<file path="config.mk">
export PLATFORM = sky130hd
export DESIGN_NAME = spike_rate_decoder
export DESIGN_NICKNAME = d
export VERILOG_FILES = /design/src/rtl/spike_rate_pkg.sv /design/src/rtl/spike_result_buffer.sv /design/src/rtl/spike_rate_decoder.sv
export SDC_FILE = /design/constraint.sdc
export NUM_CORES = 1
export LEC_CHECK = 0
export BUFFER_PORTS_ARGS = -buffer_cell sky130_fd_sc_hd__buf_2
export CORE_MARGIN = 4
export CORE_UTILIZATION = 50
export DETAILED_ROUTE_END_ITERATION = 7
export HOLD_SLACK_MARGIN = 0.08
export MAX_ROUTING_LAYER = met4
export PLACE_DENSITY_LB_ADDON = 0.3
export RECOVER_POWER = 100
export SYNTH_ARGS = -nofsm -noshare
export SYNTH_HDL_FRONTEND = slang
export SYNTH_HIERARCHICAL = 1
export SYNTH_SLANG_ARGS = --single-unit
</file>
<file path="constraint.sdc">
create_clock -name clk -period 7 [get_ports clk]
set_input_delay 1.75 -clock clk [delete_from_list [all_inputs] [get_ports clk]]
set_output_delay 1.75 -clock clk [all_outputs]
set_load 0.05 [all_outputs]
</file>
<file path="src/rtl/spike_rate_pkg.sv">
// rtl/spike_rate_pkg.sv - shared widths, window FSM states and saturating increment for the spike rate decoder
package spike_rate_pkg;

  localparam int WINDOW_BITS_DEF    = 8;
  localparam int COUNT_BITS_DEF     = 8;
  localparam int ISI_BITS_DEF       = 8;
  localparam int DEFAULT_WINDOW_DEF = 16;

  typedef enum logic [0:0] {
    ST_IDLE = 1'b0,
    ST_RUN  = 1'b1
  } state_e;

  // Widths up to 31 bits are carried in a 32-bit container; callers truncate back.
  function automatic logic [31:0] sat_inc(input logic [31:0] v, input logic [31:0] max_v);
    sat_inc = (v >= max_v) ? max_v : v + 32'd1;
  endfunction

endpackage

</file>
<file path="src/rtl/spike_result_buffer.sv">
// rtl/spike_result_buffer.sv - single-entry valid/ready result register with drop and sticky overrun
module spike_result_buffer #(
  parameter int COUNT_BITS = 8,
  parameter int ISI_BITS   = 8
) (
  input  logic                  clk,
  input  logic                  reset,
  input  logic                  load_i,
  input  logic [COUNT_BITS-1:0] count_i,
  input  logic [ISI_BITS-1:0]   isi_i,
  input  logic                  ready_i,
  output logic                  valid_o,
  output logic [COUNT_BITS-1:0] count_o,
  output logic [ISI_BITS-1:0]   isi_o,
  output logic                  overrun_o
);

  logic                  valid_q, valid_d;
  logic [COUNT_BITS-1:0] count_q, count_d;
  logic [ISI_BITS-1:0]   isi_q, isi_d;
  logic                  overrun_q, overrun_d;
  logic                  xfer;
  logic                  drop;

  always_comb begin
    valid_d   = valid_q;
    count_d   = count_q;
    isi_d     = isi_q;
    overrun_d = overrun_q;
    xfer      = valid_q & ready_i;
    drop      = load_i & valid_q & ~ready_i;
    if (load_i && !drop) begin
      valid_d = 1'b1;
      count_d = count_i;
      isi_d   = isi_i;
    end else if (xfer) begin
      valid_d = 1'b0;
    end
    // A dropped close wins over a clearing transfer on the same edge.
    if (drop) begin
      overrun_d = 1'b1;
    end else if (xfer) begin
      overrun_d = 1'b0;
    end
  end

  always_ff @(posedge clk or posedge reset) begin
    if (reset) begin
      valid_q   <= 1'b0;
      count_q   <= '0;
      isi_q     <= '1;
      overrun_q <= 1'b0;
    end else begin
      valid_q   <= valid_d;
      count_q   <= count_d;
      isi_q     <= isi_d;
      overrun_q <= overrun_d;
    end
  end

  assign valid_o   = valid_q;
  assign count_o   = count_q;
  assign isi_o     = isi_q;
  assign overrun_o = overrun_q;

endmodule

</file>
<file path="src/rtl/spike_rate_decoder.sv">
// rtl/spike_rate_decoder.sv - per-window spike count and minimum ISI of a LIF neuron spike train
module spike_rate_decoder
  import spike_rate_pkg::*;
#(
  parameter int WINDOW_BITS    = WINDOW_BITS_DEF,
  parameter int COUNT_BITS     = COUNT_BITS_DEF,
  parameter int ISI_BITS       = ISI_BITS_DEF,
  parameter int DEFAULT_WINDOW = DEFAULT_WINDOW_DEF
) (
  input  logic                   clk,
  input  logic                   reset,
  input  logic                   enable,
  input  logic                   step_valid,
  input  logic                   spike_in,
  input  logic                   cfg_load,
  input  logic [WINDOW_BITS-1:0] window_len,
  output logic                   out_valid,
  input  logic                   out_ready,
  output logic [COUNT_BITS-1:0]  out_count,
  output logic [ISI_BITS-1:0]    out_isi_min,
  output logic                   out_overrun,
  output logic                   running
);

  localparam logic [31:0] CNT_MAX = 32'({COUNT_BITS{1'b1}});
  localparam logic [31:0] ISI_MAX = 32'({ISI_BITS{1'b1}});

  state_e                 state_q, state_d;
  logic [WINDOW_BITS-1:0] win_len_q, win_len_d;
  logic [WINDOW_BITS:0]   step_q, step_d;
  logic [COUNT_BITS-1:0]  count_q, count_d;
  logic [ISI_BITS-1:0]    gap_q, gap_d;
  logic [ISI_BITS-1:0]    isi_q, isi_d;
  logic                   have_prev_q, have_prev_d;

  logic [WINDOW_BITS:0]   target;
  logic [ISI_BITS-1:0]    cand;
  logic                   clr;
  logic                   close;

  always_comb begin
    state_d     = state_q;
    win_len_d   = win_len_q;
    step_d      = step_q;
    count_d     = count_q;
    gap_d       = gap_q;
    isi_d       = isi_q;
    have_prev_d = have_prev_q;
    clr         = 1'b0;
    close       = 1'b0;
    cand        = ISI_BITS'(sat_inc(32'(gap_q), ISI_MAX));
    // A zero length register means the full 2^WINDOW_BITS steps.
    target      = (win_len_q == '0) ? {1'b1, {WINDOW_BITS{1'b0}}} : {1'b0, win_len_q};

    if (cfg_load) begin
      win_len_d = window_len;
      clr       = 1'b1;
    end else if (state_q == ST_IDLE) begin
      clr = 1'b1;
      if (enable) state_d = ST_RUN;
    end else if (!enable) begin
      state_d = ST_IDLE;
      clr     = 1'b1;
    end else if (step_valid) begin
      step_d = step_q + 1'b1;
      if (spike_in) begin
        count_d = COUNT_BITS'(sat_inc(32'(count_q), CNT_MAX));
        if (have_prev_q && (cand < isi_q)) isi_d = cand;
        gap_d       = '0;
        have_prev_d = 1'b1;
      end else if (have_prev_q) begin
        gap_d = ISI_BITS'(sat_inc(32'(gap_q), ISI_MAX));
      end
      if (step_d == target) begin
        close = 1'b1;
        clr   = 1'b1;
      end
    end

    if (clr) begin
      step_d      = '0;
      count_d     = '0;
      gap_d       = '0;
      isi_d       = '1;
      have_prev_d = 1'b0;
    end
  end

  logic [COUNT_BITS-1:0] res_count;
  logic [ISI_BITS-1:0]   res_isi;

  // The closing step's own spike is folded in before the counters clear.
  always_comb begin
    res_count = count_q;
    res_isi   = isi_q;
    if (spike_in) begin
      res_count = COUNT_BITS'(sat_inc(32'(count_q), CNT_MAX));
      if (have_prev_q && (cand < isi_q)) res_isi = cand;
    end
  end

  always_ff @(posedge clk or posedge reset) begin
    if (reset) begin
      state_q     <= ST_IDLE;
      win_len_q   <= WINDOW_BITS'(DEFAULT_WINDOW);
      step_q      <= '0;
      count_q     <= '0;
      gap_q       <= '0;
      isi_q       <= '1;
      have_prev_q <= 1'b0;
    end else begin
      state_q     <= state_d;
      win_len_q   <= win_len_d;
      step_q      <= step_d;
      count_q     <= count_d;
      gap_q       <= gap_d;
      isi_q       <= isi_d;
      have_prev_q <= have_prev_d;
    end
  end

  spike_result_buffer #(
    .COUNT_BITS(COUNT_BITS),
    .ISI_BITS  (ISI_BITS)
  ) u_buf (
    .clk      (clk),
    .reset    (reset),
    .load_i   (close),
    .count_i  (res_count),
    .isi_i    (res_isi),
    .ready_i  (out_ready),
    .valid_o  (out_valid),
    .count_o  (out_count),
    .isi_o    (out_isi_min),
    .overrun_o(out_overrun)
  );

  assign running = (state_q == ST_RUN);

endmodule
</file>
* After elaboration in Yosys (flattened, before gate mapping)
Cells that the tools add are included.
** Storage, ports and cells
- Register bits after elaboration :: 61
- Output and inout port bits :: 19
- Word-level logic and storage cells :: 83
- Bits of input ports :: 15
** Cells by class
- Reductions and logical operators :: 14
- Add/sub/neg operators :: 3
- Bitwise logic cells :: 4
- Magnitude comparators :: 3
- Mux-type cells :: 46
- Equality and inequality tests :: 2
** Operators with widths (count)
- 2-to-1 mux 8 bit :: 22
- 2-to-1 mux 9 bit :: 6
- 2-to-1 mux 1 bit :: 18
- adder 8 x 1 -> 8 bit, second input constant :: 2
- greater-or-equal comparator 8 bit, second input constant :: 2
- nonzero test 2 bit :: 6
- AND reduction 5 bit :: 2
- adder 9 x 1 -> 9 bit, second input constant :: 1
- == test 9 bit :: 1
- logical NOT 8 bit :: 1
- < comparator 8 bit :: 1
- AND reduction 4 bit :: 1
- AND 1 bit :: 3
- nonzero test 3 bit :: 1
- logical AND 1 bit :: 2
- != test 2 x 1 -> 1 bit, second input constant :: 1
- logical NOT 1 bit :: 1
- inverter 1 bit :: 1

* Depth between registers and ports, before layout
Gate-level depths: netlist of run 1.
- Word-level depth :: 13
- Mapped depth :: 11
- Mapped depth without buffers :: 11

* By module
Netlist of run 1, hierarchy kept.
** By module, submodules not included
- spike_rate_decoder :: cells an instance 316, instances 1, sequential area each 1087.3 µm², area an instance 2917.8 µm²
- spike_result_buffer :: cells an instance 41, instances 1, sequential area each 460.4 µm², area an instance 744.5 µm²

* Least setup slack after synthesis of run 1
No wires, ideal clock.
- Kind :: input to register
- From :: input port step_valid
- To :: register u_buf.count_q[4] (netlist: u_buf/count_o[4])
- Path buffers :: 1
- Arrival time :: 3320 ps
- Library setup time :: 125 ps
- Cell stages on the path :: 7
- Required time :: 6875 ps
- Path slack :: 3555 ps
- Path through :: o2111ai_1 > a2111oi_4 > nand4_2 > nor2_1 > nand2_4 > buf_12 > mux2_4
** Between the ends
- Longest elaborated chain between the ends :: 8
** RTL lines
- from (decl) :: line spike_rate_decoder.sv:13 : input logic step_valid,
- 2-to-1 mux 1 bit (*) :: line spike_rate_decoder.sv:64 : end else if (step_valid) begin
- 2-to-1 mux 1 bit (*) :: line spike_rate_decoder.sv:61 : end else if (!enable) begin
- 2-to-1 mux 1 bit (*) :: line spike_rate_decoder.sv:58 : end else if (state_q == ST_IDLE) begin
- 2-to-1 mux 1 bit (*) :: line spike_rate_decoder.sv:55 : if (cfg_load) begin
- net close :: line spike_rate_decoder.sv:39 : logic close;
- AND 1 bit (2 in a row) :: line spike_result_buffer.sv:31 : drop = load_i & valid_q & ~ready_i;
- logical NOT 1 bit :: line spike_result_buffer.sv:32 : if (load_i && !drop) begin
- logical AND 1 bit (*) :: line spike_result_buffer.sv:32
- to (signal assigned) :: line spike_result_buffer.sv:55 : count_q <= count_d;
- to (decl) :: line spike_result_buffer.sv:19 : logic [COUNT_BITS-1:0] count_q, count_d;
Mark *: on every way through the listed nets, which the timed path passes. The rest lies on a longest branch.
A chain may end at the register's enable or synchronous reset.

* Worst setup path in the final report of run 1
- From :: input port step_valid
- To :: register u_buf.count_q[5] (netlist: u_buf/count_o[5])
Same word-level chain as after synthesis.

==> flow_results.org, run 1 <==
** Route
- Routed wirelength normalized by instance count :: 16.4 um
- The first detailed-routing pass ran for 5 iterations.
- Iteration-0 DRC Markers :: between 150 and 200
- After detailed routing, the number of vias per cell comes to 5.95.
- Routed wire length :: 7930 um
- Once detail routing completed, the nets flagged for antenna violations numbered 0.
- The final route contains 2870 vias.
- After detailed routing, the number of remaining DRC violations is 0.

** Layout
- In the final layout, the share of cells above drive strength 1 is 18.7%.
- Total area of multi-input combinational cells :: 1870 sq um
- 0 antenna diodes ended up in the layout.
- Fill cells in the final layout number 657.
- Compared with the post-synthesis result, the final layout area differs by 6.25%.
- Sequential cell area :: 1550 sq um
- Layout Nets :: ~410

** Job
- Count of maximum capacitance violations :: 1

** Synthesis
- Distinct cell type count of the synthesized netlist :: 55
- Counting flops with an async set or reset pin after synthesis yields a share of 100%.
- The mapped netlist covers 3660 sq um.
- Post-synthesis net count :: 382
- The Yosys step of the flow raised 6 warnings.
- Dividing the synthesized area by the synthesized cell count gives 10.3 sq um.
- After synthesis the netlist holds a flip-flop and latch count of 61.
- Sequential cell area fraction in the yosys report :: between 40% and 50%
- Count of flip-flops with a built-in enable after synthesis :: 0
- Counting every instance in the synthesized netlist gives between 300 and 400.
- Most frequently used flop master after synthesis :: sky130_fd_sc_hd__dfrtp_1

** Pwr
- Relative contribution of sequential cells to total power :: 53.1%
- Power share of the combinational group :: 7.9%
- Power spread over the standard cell area amounts to 179 nW/um^2.
- Of the total power, the share spent switching nets is about a quarter.
- The analysis attributes to net switching a power of 0.178 mW.
- The internal portion of the total power is 0.520 mW.
- Share of power burned in the clock network :: 38.9%
- Across the VDD grid, the largest voltage drop is between 0.1 and 0.15 mV.
- In this run the static leakage power is roughly 1.8 nW.

** Timing
- For the final routed database, the setup TNS stands at 0 ns.
- The number of max-slew violations in the final report came to 44.
- RSZ-0062 raised after global routing :: no
- Finish-stage setup viols :: 0
- Transition time at the pin with the least slew margin :: 2.36 ns
- After layout, the minimum clock period comes to 4.94 ns.
- Final hold analysis gives a worst-case slack of 0.499 ns.
- Based on the critical path, the design can be clocked at up to 0.202 GHz.
- The count of final hold-check violations is 0.
- Headroom to the max-slew limit came out at -57.5%.
- Layout Skew :: 0.00797 ns
- The final critical path takes up a little over two thirds of the cycle.

** Setup path
- STA classifies the critical path endpoint as a register.
- In this run the critical register-to-register path is launched from step_q[0].
- The number of cells on the worst reg-to-reg path is 8.
- Crit Path Class :: primary input to register
- Maximum net fanout on the critical path :: 24
- The most critical setup path has its startpoint at step_valid.
- STA puts the critical path data required time at 7.22 ns.
- CP Launch Type :: primary input
- Critical Path AT :: 5.16 ns

** Global route
- Antenna violations before repair :: 0
- Global-route wire length before repair :: between 10000 and 15000 um
- For this run the aggregate overflow at the end of global routing stands at 0.
- Entering global routing, the biggest net connects 44 pins.
- The number of global-route vias before repair came to 2877.
- Total routing resource utilization after global routing :: 20.2%

** Min path
- Worst hold path class :: register to register
- The worst hold path begins at u_buf/count_o[6].
- Counting instances, the worst hold path has a depth of 1.

** Clocking
- Worst-skew pair later-pin latency :: 0.33 ns
- After clock tree synthesis, the flow added hold-fix buffers numbering 0.
- The clock drives 61 sinks.
- CTS built an H-tree with a depth of 3.
- Root cell of the clock tree :: sky130_fd_sc_hd__clkbuf_8
- After clock tree synthesis, the clock-pin slew on the worst setup and hold paths is 0.07 ns.
- The number of setup buffers added after CTS is 0.
- No sink is reached through more buffers than the 2 on the longest clock path.
- CTS tree :: built
- Quantity of gates resized following cts :: 0
- Inserted Clock Buffers :: 9

** Floorplanning
- Area of the placeable core :: 6940 sq um
- Once the floorplan was initialized, standard cells occupied 52.7% of the core.
- Die Wd :: ~94 um
- Height of the chip :: 93.6 um
- During I/O placement, the number of pins put on the boundary was 34.
- Std cell rows :: 30
- The die covers roughly 8800 sq um.

** Placement
- During placement, the flow inserted port buffers numbering 33.
- GPL Wtd Cong :: 0.859
- The HPWL after detailed placement is ~5500 um.

** Outcome
- The flow ran to the end, but the final reports show violations.
- Violations in the final reports :: max-capacitance violations, max-slew violations
==> cell usage after synthesis (all sizes together), types with 2 or more instances <==
library cell,number,area share [%]
inv,13,1.3
mux2i,5,1.4
xor2,10,2.4
nand2,19,2.2
a21o,4,0.82
ha,10,3.4
a21oi,10,1.4
buf,11,2.4
o21ai,19,2.6
a31o,3,0.72
a211oi,3,0.61
a31oi,6,1.0
nor2b,2,0.34
nand3b,2,0.41
clkbuf,10,1.0
nor2,20,2.0
dfstp,17,12
nand4,20,3.8
nand3,17,2.5
a2111oi,4,1.5
dfrtp,44,30
nor3,21,2.9
a22oi,2,0.41
a221oi,2,0.48
nand2b,5,1.1
nor3b,3,0.61
nor4,5,0.85
and3,7,1.2
o22ai,2,0.34
or2,2,0.34
and4,4,0.96
xnor2,10,2.4
mux2,33,11
==> routing by layer <==
metal	GRT usage [%]	wire, um	vias to the layer above
met4	6.38	85	0
li1	-	-	1366
met5	-	0	-
met3	5.07	370	8
met2	32.4	3910	75
met1	25.4	3560	1421
==> worst max-delay path, cell delays in order <==
cell,delay [ns]
sky130_fd_sc_hd__clkbuf_1,0.76
sky130_fd_sc_hd__o2111ai_1,0.22
sky130_fd_sc_hd__a2111oi_0,0.57
sky130_fd_sc_hd__nand4_1,0.57
sky130_fd_sc_hd__nor2_1,0.35
sky130_fd_sc_hd__nand2_1,0.45
sky130_fd_sc_hd__mux2_1,0.47
==> power by group through the flow <==
stage / clock network, mW / registers, mW / logic [mW]
floorplan: 0 / 0.381 / 0.0392
global placement: 0 / 0.376 / 0.0584
detailed placement: 0 / 0.376 / 0.0597
CTS: 0.277 / 0.370 / 0.0599
global route: 0.299 / 0.371 / 0.0616
finish: 0.271 / 0.370 / 0.0553
==> cells by family (layout without fill, tap and decap cells) <==
family | after synthesis | count (layout) | share of synthesized area (%)
flops | 61 | 61 | 42.3
compound gates | 62 | 62 | 11.7
fa+ha+maj | 11 | 11 | 3.69
buf+inv | 34 | 63 | 4.75
xor+xnor | 21 | 21 | 5.43
mux | 38 | 38 | 12.5
simple gates | 130 | 130 | 19.6
==> metrics by stage <==
stage | util [%] | cells | setup slack, ns | total power, mW | cell area, sq um
after floorplan | - | 357 | 3.56 | 0.420 | 3660
after global placement | 55.2 | 466 | 2.92 | 0.435 | 3830
after detailed placement | 55.2 | 466 | 2.84 | 0.436 | 3830
after CTS | 57.5 | 482 | 3.19 | 0.708 | 3990
after global routing | 56.0 | 482 | 1.73 | 0.732 | 3890
final | 56.0 | 482 | 2.06 | 0.697 | 3890
==> worst paths after layout <==
path | slack (ns) | end
worst max-delay path | 2.06 | u_buf/count_o[5]
worst min-delay path | 0.50 | u_buf/count_o[6]
worst max register to register | 3.33 | u_buf/count_o[5]
worst min register to register | 0.50 | u_buf/count_o[6]
max in group asynchronous | 3.37 | gap_q[4]
min in group asynchronous | 1.49 | u_buf/count_o[6]
==> layout by cell type (no fill, tap or decap), types with 16 or more instances in the layout <==
cell                       netlist  final
sky130_fd_sc_hd__nor3_1         21     21
sky130_fd_sc_hd__nor2_1         20     20
sky130_fd_sc_hd__dfstp_2        17     17
sky130_fd_sc_hd__mux2_2         23     23
sky130_fd_sc_hd__nand2_1        18     19
sky130_fd_sc_hd__clkbuf_1       10     27
sky130_fd_sc_hd__dfrtp_1        44     44
sky130_fd_sc_hd__nand3_1        16     16
sky130_fd_sc_hd__o21ai_0        19     19
sky130_fd_sc_hd__nand4_1        18     19
==> layout make-up <==
type,count,share of cell area [%]
well taps,96,3.09
multi-input cells,262,48.1
flip-flops and latches,61,39.8
clock inverters,2,0.257
inverters,13,1.25
repair buffers,34,3.63
clock buffers,14,3.92
==> sequential cells by signal (all words and copies together) (netlist names) <==
| register | flops |
|---|---|
| isi_q | 8 |
| u_buf/valid_o | 1 |
| u_buf/isi_o | 8 |
| have_prev_q | 1 |
| u_buf/count_o | 8 |
| u_buf/overrun_o | 1 |
| gap_q | 8 |
| running | 1 |
| win_len_q | 8 |
| step_q | 9 |
| count_q | 8 |
(Power assumes the default switching activity.)
==> run 2, diff against run 1 <==
==> constraint.sdc (replaced) <==
create_clock -name clk -period 4.1 [get_ports clk]
set_input_delay 1.025 -clock clk [delete_from_list [all_inputs] [get_ports clk]]
set_output_delay 1.025 -clock clk [all_outputs]
set_load 0.05 [all_outputs]
==> run 2 against run 1 <==
Effect of this change:
- the run now ends clean
- non-clock buffer count rose by 5
- first-iteration DRC count down 20%
- clock-buffer cell count is 4 lower
- cell area rose by 1.5%
- clock skew hardly changed
- critical path type is now register to register
- critical endpoint unchanged
- largest power group unchanged
==> flow_results.org, run 2 (synthesized netlist as in run 1, its figures left out) <==
** Outcome
- Run status: completed (was complete, but fails checks).

** Global route
- The total track usage was 20.9% (was 20.2%).
- The global-route congestion overflow total is 0 (unchanged).
- The maximum number of pins on one net before global-route repair came to 30 (was 44).
- The number of antenna violations at the first check in global routing is 0 (unchanged).
- The first-pass GRT wire length came to 14200 um (was 13800 um).
- The number of global-route vias before repair was 2934 (was 2877).

** Timing
- Worst slew margin relative to its limit :: 30.4% (was -57.5%)
- RSZ-0062 raised after global routing :: no (unchanged)
- Layout Skew :: 0.00763 ns (was 0.00797 ns)
- Dividing the final minimum period by the clock period gives 84.9%.
- After layout, the minimum clock period comes to 3.48 ns.
- Highest clock frequency the design can meet :: between 0.2 and 0.3 GHz
- The count of final hold-check violations is 0 (unchanged).
- The slew at the pin with the worst max-slew slack came to 1.04 ns (was 2.36 ns).
- Hold slack final :: 0.510 ns (was 0.499 ns)
- Setup_tns :: 0 ns (unchanged)
- The number of setup violations in the final report came to 0 (unchanged).
- Max-slew violation total from the final report :: 0 (was 44)

** Setup path
- The type of element capturing the critical path is a register (unchanged).
- The largest fanout on the critical path came to 16 (was 24).
- The startpoint class of the critical path was a register (was primary input).
- Worst Reg2Reg Path Length in Cells :: 8 (unchanged)
- Crit Path Class :: register to register (was primary input to register)
- The data required time at the worst endpoint came to 4.32 ns (was 7.22 ns).
- The data arrival at the endpoint of the critical path was 3.70 ns (was 5.16 ns).

** Floorplanning
- Std cell rows :: 30 (unchanged)
- The die extent in y was 93.6 um (unchanged).
- Starting density of the core :: 52.7% (unchanged)
- Area of the placeable core :: 6940 sq um (unchanged)
- The floorplan die width is 93.6 um (unchanged).
- Area enclosed by the die boundary :: 8760 sq um (unchanged)
- IO Pins :: 34 (unchanged)

** Job
- Count of maximum capacitance violations :: 0 (was 1)

** Placement
- The number of port buffers was 33 (unchanged).
- GPL Wtd Cong :: 0.944 (was 0.859)
- The number of instances in the placed design is 471 (was 466).
- The area of placed instances is 3870 sq um (was 3830 sq um).
- HPWL Detailed :: 5820 um (was 5530 um)

** Min path
- The path type of the worst min-delay path is register to register (unchanged).
- The cell count of the worst hold path was 1 (unchanged).

** Layout
- Most frequent cells in the layout :: sky130_fd_sc_hd__dfrtp_1, sky130_fd_sc_hd__mux2_2, sky130_fd_sc_hd__clkbuf_1 (was sky130_fd_sc_hd__dfrtp_1, sky130_fd_sc_hd__clkbuf_1, sky130_fd_sc_hd__mux2_2)
- The number of nets in the layout is 411 (was 406).
- Sequential cell area :: 1550 sq um (unchanged)
- Area growth from synthesis to layout :: 7.82% (was 6.25%)
- The count of filler cells inserted in the layout is 630 (was 657).
- The share of final-layout standard cells stronger than drive strength 1 came to 21.2% (was 18.7%).
- The flip-flop count of the largest register after layout was 9 (unchanged).
- Total area of multi-input combinational cells :: 1880 sq um (was 1870 sq um)
- The most flop-heavy register was step_q (unchanged).
- Antenna Diode Count :: 0 (unchanged)
- Final standard cell count with taps included and fillers excluded :: 487 (was 482)
- Leading cell type in the layout, fill and taps excluded :: sky130_fd_sc_hd__dfrtp_1 (unchanged)
- Final instance area :: 3950 sq um (was 3890 sq um)

** Route
- The average wire length per cell after detail routing was 17.0 um (was 16.4 um).
- The count of antenna-violating nets left after detailed routing came to 0 (unchanged).
- Routed wire length :: 8280 um (was 7930 um)
- The detailed-route via count came to 2915 (was 2870).
- Via-to-Cell Ratio :: 5.99 (was 5.95)
- Number of design rule violations left after detail routing :: 0 (unchanged)
- The number of design-rule violations left by the first detailed-router iteration was 123 (was 154).
- The first-pass iteration count of the detailed router is 4 (was 5).

** Clocking
- The root buffer cell was sky130_fd_sc_hd__clkbuf_8 (unchanged).
- CTS H-Tree Depth :: 3 (unchanged)
- The number of buffers inserted for hold repair after clock tree synthesis came to 0 (unchanged).
- CTS Sinks :: 61 (unchanged)
- Number of buffers between clock root and the deepest sink :: 2 (unchanged)
- The clock transition time at the flip-flop clock pins of the worst setup and hold paths is 0.07 ns (about the same).
- The clock latency at the later pin of the worst-skew pair is 0.34 ns (was 0.33 ns).
- Quantity of gates resized following cts :: 0 (unchanged)
- Inserted Clock Buffers :: 9 (unchanged)
- The buffers inserted during post-CTS setup optimization is 0 (unchanged).
- The TritonCTS clock tree is built (unchanged).

** Pwr
- The static leakage is 1.79 nW (was 1.76 nW).
- The worst vdd rail ir drop is 0.241 mV (was 0.123 mV).
- The areal power density over the cells was 307 nW/um^2 (was 179 nW/um^2).
## run 2: cell types whose count changed in the layout (fill, tap and decap cells not counted), sizes merged
cell,delta
clkbuf,-4
clkinv,+2
clkinvlp,+2
buf,+5
## run 2: final timing paths
check	slack [ns]	end	startpoint
max	0.62	u_buf/count_o[5]	step_q[0]
min	0.51	u_buf/count_o[2]	u_buf/count_o[2]
max reg2reg	0.62	u_buf/count_o[5]	step_q[0]
min reg2reg	0.51	u_buf/count_o[2]	u_buf/count_o[2]
max in group asynchronous	2.20	isi_q[5]	reset
min in group asynchronous	0.80	u_buf/count_o[1]	reset
## run 2: worst max-delay path: stages, from the launching register on
cell                        delay [ns]
sky130_fd_sc_hd__dfrtp_1          0.50
sky130_fd_sc_hd__ha_1             0.37
sky130_fd_sc_hd__xnor2_1          0.17
sky130_fd_sc_hd__o2111ai_1        0.16
sky130_fd_sc_hd__a2111oi_0        0.55
sky130_fd_sc_hd__nand4_1          0.56
sky130_fd_sc_hd__nor2_1           0.47
sky130_fd_sc_hd__nand2_4          0.23
sky130_fd_sc_hd__mux2_1           0.37
## run 2: final cells by class
cell class                      count  share of cell area, %
Multi-Input combinational cell    262                   47.7
Inverter                           13                   1.24
Clock inverter                      6                  0.982
Timing Repair Buffer               39                   4.40
Sequential cell                    61                   39.2
Tap cell                           96                   3.04
Clock buffer                       10                   3.49
## run 2: metal layers
metal	track usage, %	wire [um]	share of wire [%]	vias to the layer above
met4	8.42	128	1.5	0
met2	32.9	4130	50	71
li1	-	-	-	1380
met5	-	0	0	-
met1	27.2	3650	44	1450
met3	2.98	359	4.3	14
## run 2: per-stage QoR
| stage | setup WS, ns | power (mW) | utilization [%] |
|---|---|---|---|
| 6_report | 0.618 | 1.21 | 56.9 |
| 5_1_grt | 0.343 | 1.26 | 56.9 |
| 4_1_cts | 0.824 | 1.23 | 58.2 |
| 3_5_place_dp | 0.857 | 0.747 | 55.7 |
| 3_3_place_gp | 0.949 | 0.744 | 55.7 |
| 2_1_floorplan | 1.18 | 0.717 | - |
## run 2: power breakdown
group	switching, mW	internal [mW]	total, mW
clock	0.251	0.233	0.484
sequential	0.0145	0.618	0.632
combinational	0.0617	0.0352	0.0968
